<file path="src/rtl/parall_pkg.sv">
// parall_pkg: shared definitions for the parallel register bus master.
//   ADDR_W / DATA_W      bus address and data widths
//   DEF_*_CYC            default phase lengths in sclk cycles
//   state_t              sequencer state encoding (TURN exists only when
//                        PARALL_BUS_TURNAROUND_EN is defined)
//   cyc_load()           converts a phase length into a timer load value
package parall_pkg;

  localparam int ADDR_W = 8;
  localparam int DATA_W = 16;

  localparam int DEF_SETUP_CYC  = 2;
  localparam int DEF_STROBE_CYC = 8;
  localparam int DEF_HOLD_CYC   = 2;
  localparam int DEF_TURN_CYC   = 2;

`ifdef PARALL_BUS_TURNAROUND_EN
  typedef enum logic [2:0] {
    ST_IDLE,
    ST_SETUP,
    ST_STROBE,
    ST_HOLD,
    ST_TURN
  } state_t;
`else
  typedef enum logic [2:0] {
    ST_IDLE,
    ST_SETUP,
    ST_STROBE,
    ST_HOLD
  } state_t;
`endif

  // A phase of N cycles is timed by loading N-1 into the down-counter and
  // leaving the phase when it reads zero. Lengths are clamped into 1..15 so
  // a zero parameter still yields a one-cycle phase.
  function automatic logic [3:0] cyc_load(input int cyc);
    if (cyc <= 1)       return 4'd0;
    else if (cyc >= 15) return 4'd14;
    else                return 4'(cyc - 1);
  endfunction

endpackage

</file>
<file path="src/rtl/parall_timer.sv">
// parall_timer: 4-bit loadable down-counter shared by every bus phase.
//   sclk      clock
//   rst       synchronous active-high reset (count -> 0)
//   load      load load_val this cycle (has priority over counting)
//   load_val  value to load
//   zero      high while the count is zero; counting stops at zero
module parall_timer (
  input  logic       sclk,
  input  logic       rst,
  input  logic       load,
  input  logic [3:0] load_val,
  output logic       zero
);

  logic [3:0] count_reg;

  always_ff @(posedge sclk) begin
    if (rst) begin
      count_reg <= 4'd0;
    end else if (load) begin
      count_reg <= load_val;
    end else if (count_reg != 4'd0) begin
      count_reg <= count_reg - 4'd1;
    end
  end

  assign zero = (count_reg == 4'd0);

endmodule

</file>
<file path="src/rtl/parall_bus_master.sv">
// parall_bus_master: master sequencer for the asynchronous 16-bit parallel
// register bus. Takes one read/write command at a time on a valid/ready port
// and runs a SETUP / STROBE / HOLD bus cycle with parameterised lengths.
//
// Optional feature macro: PARALL_BUS_TURNAROUND_EN
//   When defined, every read is followed by TURN_CYC idle-bus cycles (TURN
//   state) before a new command is accepted.
//
// Ports:
//   sclk, rst             clock, synchronous active-high reset
//   cmd_valid/cmd_ready   command handshake
//   cmd_wr                1 = write, 0 = read
//   cmd_addr, cmd_wdata   command address and write data
//   rsp_valid             one-cycle completion pulse
//   rsp_rdata             data of the last completed read
//   busy                  sequencer not idle
//   cs_n, rd_n, wr_n      active-low bus strobes
//   bus_addr              bus address
//   data_o, data_oe       write data and pad output enable
//   data_i                read data from the pad
module parall_bus_master
  import parall_pkg::*;
#(
  parameter int SETUP_CYC  = DEF_SETUP_CYC,
  parameter int STROBE_CYC = DEF_STROBE_CYC,
  parameter int HOLD_CYC   = DEF_HOLD_CYC,
  parameter int TURN_CYC   = DEF_TURN_CYC
) (
  input  logic              sclk,
  input  logic              rst,
  input  logic              cmd_valid,
  output logic              cmd_ready,
  input  logic              cmd_wr,
  input  logic [ADDR_W-1:0] cmd_addr,
  input  logic [DATA_W-1:0] cmd_wdata,
  output logic              rsp_valid,
  output logic [DATA_W-1:0] rsp_rdata,
  output logic              busy,
  output logic              cs_n,
  output logic              rd_n,
  output logic              wr_n,
  output logic [ADDR_W-1:0] bus_addr,
  output logic [DATA_W-1:0] data_o,
  output logic              data_oe,
  input  logic [DATA_W-1:0] data_i
);

  localparam logic [3:0] SETUP_LD  = cyc_load(SETUP_CYC);
  localparam logic [3:0] STROBE_LD = cyc_load(STROBE_CYC);
  localparam logic [3:0] HOLD_LD   = cyc_load(HOLD_CYC);
  localparam logic [3:0] TURN_LD   = cyc_load(TURN_CYC);

  state_t            state_reg;
  logic              wr_reg;
  logic              cs_n_reg;
  logic              rd_n_reg;
  logic              wr_n_reg;
  logic [ADDR_W-1:0] addr_reg;
  logic [DATA_W-1:0] data_o_reg;
  logic              data_oe_reg;
  logic              rsp_valid_reg;
  logic [DATA_W-1:0] rsp_rdata_reg;

  logic              tmr_load;
  logic [3:0]        tmr_val;
  logic              tmr_zero;

`ifndef PARALL_BUS_TURNAROUND_EN
  // Without the turnaround phase the TURN length has no consumer.
  logic unused_turn_ld;
  assign unused_turn_ld = ^TURN_LD;
`endif

  parall_timer u_timer (
    .sclk     (sclk),
    .rst      (rst),
    .load     (tmr_load),
    .load_val (tmr_val),
    .zero     (tmr_zero)
  );

  // The timer is reloaded on the same edge the FSM enters the next phase,
  // so the count reads zero exactly in the last cycle of each phase.
  always_comb begin
    tmr_load = 1'b0;
    tmr_val  = 4'd0;
    case (state_reg)
      ST_IDLE: begin
        if (cmd_valid) begin
          tmr_load = 1'b1;
          tmr_val  = SETUP_LD;
        end
      end
      ST_SETUP: begin
        if (tmr_zero) begin
          tmr_load = 1'b1;
          tmr_val  = STROBE_LD;
        end
      end
      ST_STROBE: begin
        if (tmr_zero) begin
          tmr_load = 1'b1;
          tmr_val  = HOLD_LD;
        end
      end
`ifdef PARALL_BUS_TURNAROUND_EN
      ST_HOLD: begin
        if (tmr_zero && !wr_reg) begin
          tmr_load = 1'b1;
          tmr_val  = TURN_LD;
        end
      end
`endif
      default: ;
    endcase
  end

  always_ff @(posedge sclk) begin
    if (rst) begin
      state_reg     <= ST_IDLE;
      wr_reg        <= 1'b0;
      cs_n_reg      <= 1'b1;
      rd_n_reg      <= 1'b1;
      wr_n_reg      <= 1'b1;
      addr_reg      <= '0;
      data_o_reg    <= '0;
      data_oe_reg   <= 1'b0;
      rsp_valid_reg <= 1'b0;
      rsp_rdata_reg <= '0;
    end else begin
      rsp_valid_reg <= 1'b0;
      case (state_reg)
        ST_IDLE: begin
          if (cmd_valid) begin
            // Bus pins are loaded here so they are valid from the first
            // SETUP cycle; data_oe is only ever raised for writes.
            state_reg   <= ST_SETUP;
            wr_reg      <= cmd_wr;
            cs_n_reg    <= 1'b0;
            addr_reg    <= cmd_addr;
            data_oe_reg <= cmd_wr;
            data_o_reg  <= cmd_wr ? cmd_wdata : '0;
          end
        end
        ST_SETUP: begin
          if (tmr_zero) begin
            state_reg <= ST_STROBE;
            rd_n_reg  <= wr_reg;
            wr_n_reg  <= !wr_reg;
          end
        end
        ST_STROBE: begin
          if (tmr_zero) begin
            state_reg <= ST_HOLD;
            rd_n_reg  <= 1'b1;
            wr_n_reg  <= 1'b1;
            if (!wr_reg) begin
              rsp_rdata_reg <= data_i;
            end
          end
        end
        ST_HOLD: begin
          if (tmr_zero) begin
            cs_n_reg      <= 1'b1;
            addr_reg      <= '0;
            data_o_reg    <= '0;
            data_oe_reg   <= 1'b0;
            rsp_valid_reg <= 1'b1;
`ifdef PARALL_BUS_TURNAROUND_EN
            state_reg     <= wr_reg ? ST_IDLE : ST_TURN;
`else
            state_reg     <= ST_IDLE;
`endif
          end
        end
`ifdef PARALL_BUS_TURNAROUND_EN
        ST_TURN: begin
          if (tmr_zero) begin
            state_reg <= ST_IDLE;
          end
        end
`endif
        default: state_reg <= ST_IDLE;
      endcase
    end
  end

  assign cmd_ready = (state_reg == ST_IDLE);
  assign busy      = (state_reg != ST_IDLE);
  assign rsp_valid = rsp_valid_reg;
  assign rsp_rdata = rsp_rdata_reg;
  assign cs_n      = cs_n_reg;
  assign rd_n      = rd_n_reg;
  assign wr_n      = wr_n_reg;
  assign bus_addr  = addr_reg;
  assign data_o    = data_o_reg;
  assign data_oe   = data_oe_reg;

endmodule

</file>
<file path="config.mk">
export PLATFORM = sky130hd
export DESIGN_NAME = parall_bus_master
export DESIGN_NICKNAME = d
export VERILOG_FILES = /design/src/rtl/parall_pkg.sv /design/src/rtl/parall_timer.sv /design/src/rtl/parall_bus_master.sv
export SDC_FILE = /design/constraint.sdc
export NUM_CORES = 1
export LEC_CHECK = 0
export ABC_AREA = 1
export BUFFER_PORTS_ARGS = -buffer_cell sky130_fd_sc_hd__buf_4
export CAP_MARGIN = 10
export CORE_MARGIN = 1.5
export CORE_UTILIZATION = 42
export CTS_CLUSTER_SIZE = 28
export DETAILED_ROUTE_END_ITERATION = 10
export HOLD_SLACK_MARGIN = 0.08
export PLACE_DENSITY_LB_ADDON = 0.12
export SYNTH_ARGS = -nofsm -noshare
export SYNTH_HDL_FRONTEND = slang
export SYNTH_SLANG_ARGS = --single-unit
</file>
<file path="constraint.sdc">
create_clock -name sclk -period 1.4 [get_ports sclk]
set_input_delay 0.28 -clock sclk [delete_from_list [all_inputs] [get_ports sclk]]
set_output_delay 0.28 -clock sclk [all_outputs]
set_load 0.02 [all_outputs]
</file>
**Word level (Yosys, flattened, before mapping)**

Index checks and enable logic that the tools add are counted.

- Bits in latches: 0
- Bits in read-only memories: 0
- Input port bits: 44
- Memories: 0
- Flip-flop bits (word level): 53
- Word-level logic and storage cells: 67
- RAM bits: 0
- Output and inout port bits: 47

- $mul: 0
- Div/mod/pow operators: 0
- Magnitude comparators: 0
- Mux-type cells: 31
- Shift operators: 0
- Reduce and logical (&&, ||, !) cells: 15
- Bitwise logic cells: 2
- Add/sub/neg operators: 1
- Equal/unequal tests: 7

Operators by type and width:

| kind | number |
|---|---|
| $mux 16 | 3 |
| $pmux 16 s2 | 1 |
| $mux 8 | 2 |
| $pmux 8 s2 | 1 |
| $mux 3 | 5 |
| $pmux 3 s4 | 1 |
| $mux 1 | 10 |
| $pmux 1 s2 | 5 |
| $pmux 3 s3 | 1 |
| $reduce_and 3->1 | 3 |
| $mux 4 | 2 |
| $ne 2x2->1 const B | 4 |
| $eq 3x2->1 const B | 2 |
| $reduce_bool 2->1 | 3 |
| $logic_not 4->1 | 1 |
| $reduce_and 4->1 | 1 |
| $reduce_bool 4->1 | 1 |
| $reduce_or 2->1 | 2 |
| $sub 4x1->4 const B | 1 |
| $eq 3x1->1 const B | 1 |
| $logic_not 3->1 | 1 |
| $reduce_bool 3->1 | 1 |
| $not 1->1 | 2 |
| $reduce_and 2->1 | 1 |
| $logic_not 1->1 | 1 |

**Longest topological paths before layout**

Gate-level depths: netlist of run 1.

- Depth in word-level cells: 4
- Gate-level depth with buffers: 9
- Gate-level depth less buffers: 9

**Hierarchy**

From an unflattened synthesis of run 1, not the netlist that was laid out.

- Cells, all modules: 354
- Area, all modules: 2452.4 µm²

By module, submodules not included:

| module | cells an instance | sequential area each (µm²) | instances | area each (µm²) |
|---|---|---|---|---|
| parall_bus_master | 314 | 960.9 | 1 | 2204.6 |
| parall_timer | 40 | 80.1 | 1 | 247.7 |

**Least setup slack after synthesis of run 1**

Ideal clock, no wire load.

- Path type: reg2reg
- Start: reg state_reg[0]
- End: reg addr_reg[0], in the netlist bus_addr[0]
- Path buffers: 1
- Slack: -0.225 ns
- Stages on the path, launching flop included: 9
- Data required time: 1.330 ns
- Arrival time: 1.555 ns
- Cell sequence: dfxtp_1 > inv_1 > ha_1 > inv_2 > or2_1 > nand3_4 > buf_6 > nand2_1 > a21oi_1

- Word-level cells in the longest chain between the ends: 3

RTL lines:

| element | line | source |
|---|---|---|
| start: declaration | parall_bus_master.sv:53 | `state_t state_reg;` |
| start signal: assignment | parall_bus_master.sv:120 | `state_reg <= ST_IDLE;` |
| start signal: assignment | parall_bus_master.sv:137 | `state_reg <= ST_SETUP;` |
| start signal: assignment | parall_bus_master.sv:147 | `state_reg <= ST_STROBE;` |
| $logic_not 3->1 (*) | n/a |  |
| net cmd_ready | parall_bus_master.sv:32 | `output logic cmd_ready,` |
| $ne 2x2->1 (no line) or $reduce_bool 2->1 (tied branches) | n/a |  |
| $reduce_and 3->1 (no line) | n/a |  |
| end signal: assignment | parall_bus_master.sv:140 | `addr_reg <= cmd_addr;` |
| end: declaration | parall_bus_master.sv:58 | `logic [ADDR_W-1:0] addr_reg;` |

The timed path passes the listed nets; every way through them passes the cells marked *.
A chain may end at the register's enable or synchronous reset.

**Final worst setup path of run 1**

- Start: reg state_reg[0]
- End: out cmd_ready

- Word-level cells in the longest chain between the ends: 1

RTL lines:

| element | line | source |
|---|---|---|
| $logic_not 3->1 | parall_bus_master.sv:188 | `assign cmd_ready = (state_reg == ST_IDLE);` |
| end: declaration | parall_bus_master.sv:32 |  |

No other way between the ends.

==> impl_metrics.tcl, run 1 <==
set metrics [dict create \
    total_inserted_antenna_cells 0 \
    netlist_top_cells_area "dfxtp_1 (49%), nand2_1 (18%), a21oi_1 (11%)" \
    critical_path.most_common_cell "buf_6" \
    fmaxAchievable_mhz 704 \
    start_util_pct 44.2 \
    worst_setup_hold_path_clk_slew_ns 0.10 \
    clock_power_share_pct 14.1 \
    top_level_ports 91 \
    final_setup_violation_count 2 \
    vias 2227 \
    totalNegativeSetupSlack_ns -0.0243 \
    total_die_area_sq_um 5470 \
    placement.cell_area_sq_um 2970 \
    worstSetupStartpoint "state_reg[0]$_SDFFE_PP0P_" \
    drt_first_iter_violations 90 \
    numClockSinks 52 \
    cts_tree "done" \
    drive_gt1_share_pct 45.9 \
    worstSetupEndpoint "cmd_ready" \
    synthDominantAreaCellType "dfxtp_1" \
    final_global_route_overflow_total 0 \
    layout.cell_area.non_filler_sq_um 3320 \
    synth.ff_latch_count 52 \
    internal_power_uw 3590 \
    numCtsBuffers 5 \
    dieHeight_um 74.0 \
    finalClockSkew_ns 0.0114 \
    synthesis.instances 275 \
    die_width_um 74.0 \
    sequentialPowerShare_pct 31.7 \
    clkLatencyLatePin_ns 0.31 \
    drc_errors 0 \
    synth.lib_cells_used.distinct 23 \
    power.share.switching_pct 40.8 \
    vias_per_cell 4.87 \
    num-nets-final 439 \
    worst-slew-pin-transition_ns 0.305 \
    cap_violations 0 \
    pin_count_of_the_biggest_net_entering_global_routing 27 \
    hpwl_um 3880 \
    layout.filler_cells 412 \
    cts.path.max_buffers 2 \
    failed_checks "negative setup slack" \
    design.core.area_sq_um 4790 \
    cts-htree-levels 2 \
    status "finished with violations" \
    synth.yosys.seq_area_share_pct 49.2 \
    critical_path.slowest_cell "dfxtp_2" \
    path_cells "inv_2 -> ha_4 -> buf_6 -> buf_6" \
    vdd.ir_drop.worst_uv 1210 \
    grt_pass1_wl_um 8380 \
    placementRows 25 \
    worst_path_largest_cell_delay_ns 0.37 \
    crit-reg2reg-capture "data_o[13]$_SDFFE_PP0P_" \
    reg2reg_slack_ns 0.01 \
    grt_use_total_pct 19.5 \
    switching_power_uw 2470 \
    synth_top_area_share_pct 49.2 \
    detail_route.wirelength_um 5910 \
    finalWorstSetupSlack_ns -0.0198 \
    antenna_violations_before_repair 0 \
    setup.worst_path.start_class "flip-flop" \
    finalHoldViolations 0 \
    power_density_nw_per_um2 1820 \
    max_slew_margin_pct 79.6 \
    type_of_the_setup_path_with_the_least_slack "reg -> out" \
    worst_ep_required_time_ns 1.12 \
    summed_instance_area_of_the_synthesized_netlist_sq_um 2110 \
    drt_first_pass_iters 4 \
    final_min_period_over_clock_period_pct 101 \
    worst_r2r_path_depth 7 \
    reg2reg_from "state_reg[0]$_SDFFE_PP0P_" \
    gp_congestion 0.874 \
    worst_setup_path_end_kind "output port" \
    crit_path_max_fanout 4 \
    hold_path_class "in -> reg" \
    detailedPlace.worstSlack_ns -0.0371 \
    timing.final.max_slew_violations 0 \
    total_leakage_power_uw 0.00149 \
    layout.core_utilization_pct 69.5 \
    avgRoutedWirePerCell_um 12.9 \
    cts_root_buffer "clkbuf_8" \
    finalWorstPathRequiredPeriod_ns 1.42 \
    route.antenna.remaining_nets 0 \
    synth.net_count 325 \
    synthesis.yosys.warnings 0 \
    rsz_0062_raised_after_global_routing "true" \
    finalPower_uw 6060 \
    area_delta_synth_final_pct 57.2 \
    input_output_buffers 90 \
    worst_ep_arrival_time_ns 1.14 \
    first_global_vias 1876 \
    power.combinational.fraction_pct 54.2 \
    post_synth.cell_area_avg_sq_um 7.69 \
]
==> cells in the final DEF (no fill, tap or decap), drive strengths merged <==
| master | synthesis | layout |
|---|---|---|
| a21oi | 45 | 45 |
| buf | 6 | 117 |
| clkbuf | 7 | 7 |
| clkinv | 2 | 2 |
| clkinvlp | 0 | 1 |
| dfxtp | 52 | 52 |
| ha | 6 | 6 |
| inv | 17 | 18 |
| nand2 | 101 | 101 |
| nand3 | 11 | 13 |
| nand4 | 12 | 12 |
| nor2 | 10 | 10 |
| nor3 | 1 | 1 |
| o21ai | 2 | 2 |
| or2 | 1 | 1 |
| xnor2 | 1 | 1 |
| xor2 | 1 | 1 |
==> critical path, delay by kind of cell, from the launching register on <==
kind	cells	cell delay, ns
buf+inv	3	0.29
flops	1	0.37
fa+ha+maj	1	0.18
==> cells in the mapped netlist <==
master    number
buf_6          3
xnor2_1        1
nand3_4        2
or2_1          1
clkbuf_1       7
clkinv_2       1
nor3_1         1
nand4_1       12
a21oi_1       45
dfxtp_1       52
inv_2          1
buf_4          1
nand2_2        2
xor2_1         1
ha_1           6
nor2_4         1
nand3_1        9
inv_1         16
o21ai_0        2
buf_2          2
clkinv_1       1
nor2_1         9
nand2_1       99
==> layer usage <==
| metal | global-route usage, % | vias to the layer above | wire (um) |
|---|---|---|---|
| met4 | 6.17 | 0 | 74 |
| met5 | 0 | - | 0 |
| met1 | 26.3 | 1015 | 2520 |
| li1 | - | 1119 | - |
| met2 | 30.7 | 85 | 2880 |
| met3 | 5.15 | 8 | 439 |
==> cell families (layout without fill, tap and decap cells) <==
family	Yosys count	after routing	share of synthesized area (%)
compound gates	47	47	11.1
buf+inv	32	145	7.10
simple gates	136	138	28.2
flops	52	52	49.2
xor+xnor	2	2	0.829
fa+ha+maj	6	6	3.55
==> worst min-delay path by stage <==
stage                            from                          to  slack, ns  cells past startpoint
finish                     data_i[15]  rsp_rdata[15]$_SDFFE_PP0P_       0.21                      3
global route            cmd_wdata[15]     data_o[15]$_SDFFE_PP0P_       0.20                      3
CTS                        data_i[15]  rsp_rdata[15]$_SDFFE_PP0P_       0.21                      3
detailed placement  wr_n$_SDFFE_PP1P_           wr_n$_SDFFE_PP1P_       0.45                      2
global placement    wr_n$_SDFFE_PP1P_           wr_n$_SDFFE_PP1P_       0.44                      2
floorplan                  data_i[10]  rsp_rdata[10]$_SDFFE_PP0P_       0.42                      2
==> per-stage QoR <==
stage,hold WS [ns],std cells
2_1_floorplan,0.423,275
3_3_place_gp,0.438,439
3_5_place_dp,0.448,439
4_1_cts,0.208,451
5_1_grt,0.203,457
6_report,0.213,457
==> cell type report <==
cell class	instances	area, sq um	share of cell area [%]
clock inverters	2	16.3	0.489
multi-input cells	193	1100	33.0
inverters	19	76.3	2.30
well taps	67	83.8	2.52
flip-flops and latches	52	1050	31.5
repair buffers	118	931	28.0
clock buffers	6	72.6	2.18
==> timing repair <==
item	in CTS	in global routing
resized for setup	5	48
hold buffers	0	0
pin swaps	2	22
gates cloned	0	3
endpoints found under the setup margin	30	48
buffers inserted	4	3
==> power groups by stage <==
stage | Combinational [uW] | Sequential (uW) | Clock (uW)
6_report | 3290 | 1920 | 857
2_1_floorplan | 1450 | 2130 | 0
3_5_place_dp | 2640 | 1930 | 0
3_3_place_gp | 2620 | 1930 | 0
5_1_grt | 3580 | 1950 | 934
4_1_cts | 2760 | 1900 | 875
Power figures use the tool's default switching activity.
==> run 2: changes to the inputs <==
--- a/config.mk
+++ b/config.mk
@@ -14,6 +14,7 @@
 export DETAILED_ROUTE_END_ITERATION = 10
 export HOLD_SLACK_MARGIN = 0.08
 export PLACE_DENSITY_LB_ADDON = 0.12
+export SKIP_LAST_GASP = 1
 export SYNTH_ARGS = -nofsm -noshare
 export SYNTH_HDL_FRONTEND = slang
 export SYNTH_SLANG_ARGS = --single-unit
==> run 2 against run 1 <==
The run still ends with negative setup slack left. Count of clock-buffer cells in the layout unchanged. Clock skew about the same. Setup slack barely moved. Largest cell class unchanged. Non-clock buffer count unchanged. Critical endpoint unchanged.
==> impl_metrics.tcl, run 2 (same netlist as run 1, synthesis figures left out) <==
set metrics [dict create \
    final-seq-area_sq_um 1050 \
    area_delta_synth_final_pct 57.7 \
    vias_per_cell 4.91 \
    multi_input_area_sq_um 1110 \
    first_global_vias 1869 \
    cts_tree "done" \
    dieHeight_um 74.0 \
    avgRoutedWirePerCell_um 13.2 \
    final_common_cell "buf_4" \
    layout.core_utilization_pct 69.7 \
    finalClockSkew_ns 0.0115 \
    hold_path_class "in -> reg" \
    detail_route.wirelength_um 6030 \
    layout.cell_area.non_filler_sq_um 3330 \
    finalWorstSetupSlack_ns -0.0196 \
    drt_first_iter_violations 118 \
    design.core.area_sq_um 4790 \
    gp_congestion 0.874 \
    worst_ep_required_time_ns 1.12 \
    vdd.ir_drop.worst_uv 1220 \
    pin_count_of_the_biggest_net_entering_global_routing 27 \
    fmaxAchievable_mhz 704 \
    worst_setup_path_end_kind "output port" \
    top_level_ports 91 \
    hpwl_um 3880 \
    drive_gt1_share_pct 45.8 \
    rsz_0062_raised_after_global_routing "true" \
    vias 2251 \
    cts.path.max_buffers 2 \
    drt_first_pass_iters 4 \
    crit_path_max_fanout 4 \
    placementRows 25 \
    drc_errors 0 \
    type_of_the_setup_path_with_the_least_slack "reg -> out" \
    final_setup_violation_count 2 \
    die_width_um 74.0 \
    failed_checks "negative setup slack" \
    max_slew_margin_pct 79.1 \
    power_density_nw_per_um2 1830 \
    grt_use_total_pct 19.5 \
    finalHoldViolations 0 \
    start_util_pct 44.2 \
    status "finished with violations" \
    total_inserted_antenna_cells 0 \
    timing.final.max_slew_violations 0 \
    totalNegativeSetupSlack_ns -0.0239 \
    clkLatencyLatePin_ns 0.31 \
    cap_violations 0 \
    numClockSinks 52 \
    num-nets-final 440 \
    cts_root_buffer "clkbuf_8" \
    worst_setup_hold_path_clk_slew_ns 0.10 \
    ctsHoldBuffers 0 \
    grt_pass1_wl_um 8380 \
    final_cell_mix "buf_4 (112), nand2_1 (83), dfxtp_1 (48)" \
    worst-slew-pin-transition_ns 0.312 \
    placement.cell_area_sq_um 2970 \
    worst_ep_arrival_time_ns 1.14 \
    finalWorstPathRequiredPeriod_ns 1.42 \
    input_output_buffers 90 \
    total_die_area_sq_um 5470 \
    route.antenna.remaining_nets 0 \
    antenna_violations_before_repair 0 \
    cts-htree-levels 2 \
    layout.filler_cells 407 \
    final_global_route_overflow_total 0 \
    final_min_period_over_clock_period_pct 101 \
    numCtsBuffers 5 \
    setup.worst_path.start_class "flip-flop" \
    total_leakage_power_uw 0.00150 \
]
## run 2: per-layer routing
layer / routed length (um) / part of all wire, % / up-vias / global-route usage, %
li1: - / - / 1124 / -
met1: 2600 / 43 / 1032 / 26.4
met2: 2930 / 49 / 85 / 30.5
met3: 413 / 6.8 / 10 / 5.15
met4: 87 / 1.4 / 0 / 6.17
met5: 0 / 0 / - / 0
## run 2: stage by stage
| stage | cells | hold WS [ns] | total power, uW | worst slack (ns) |
|---|---|---|---|---|
| 2_1_floorplan | 275 | 0.423 | 3590 | 0.00409 |
| 3_3_place_gp | 439 | 0.438 | 4540 | -0.0190 |
| 3_5_place_dp | 439 | 0.448 | 4570 | -0.0371 |
| 4_1_cts | 451 | 0.208 | 5530 | -0.0320 |
| 5_1_grt | 458 | 0.203 | 6490 | -0.0695 |
| 6_report | 458 | 0.213 | 6100 | -0.0196 |
## run 2: path summary, 6_finish.rpt
| path | end | depth (start not counted) | slack (ns) | from |
|---|---|---|---|---|
| worst max-delay path | cmd_ready | 4 | -0.02 | state_reg[0]$_SDFFE_PP0P_ |
| worst max register to register | data_o[7]$_SDFFE_PP0P_ | 7 | 0 | state_reg[0]$_SDFFE_PP0P_ |
| worst min register to register | wr_n$_SDFFE_PP1P_ | 2 | 0.46 | wr_n$_SDFFE_PP1P_ |
| worst min-delay path | rsp_rdata[15]$_SDFFE_PP0P_ | 3 | 0.21 | data_i[15] |
## run 2: final cells by class
cell class / instances / share of cell area (%)
Clock buffer: 6 / 2.18
Timing Repair Buffer: 118 / 27.9
Clock inverter: 2 / 0.488
Multi-Input combinational cell: 194 / 33.2
Tap cell: 67 / 2.51
Inverter: 19 / 2.29
Sequential cell: 52 / 31.4
## run 2: critical path, cell delays in order, from the launching register on
cell,delay [ns]
dfxtp_2,0.37
inv_2,0.06
ha_4,0.18
buf_6,0.11
buf_6,0.12
## run 2: report_power, final
group | leakage, uW | internal [uW] | total [uW] | switching, uW
Sequential | 0.000425 | 1750 | 1920 | 169
Combinational | 0.00103 | 1490 | 3320 | 1830
Clock | 0.0000414 | 357 | 858 | 501
## run 2: what timing repair did
action,in CTS,in global routing
setup buffers,4,3
setup endpoints to repair,30,50
cloned,0,4
resized for setup,4,48
pin swaps,1,24
hold endpoints to repair,0,0
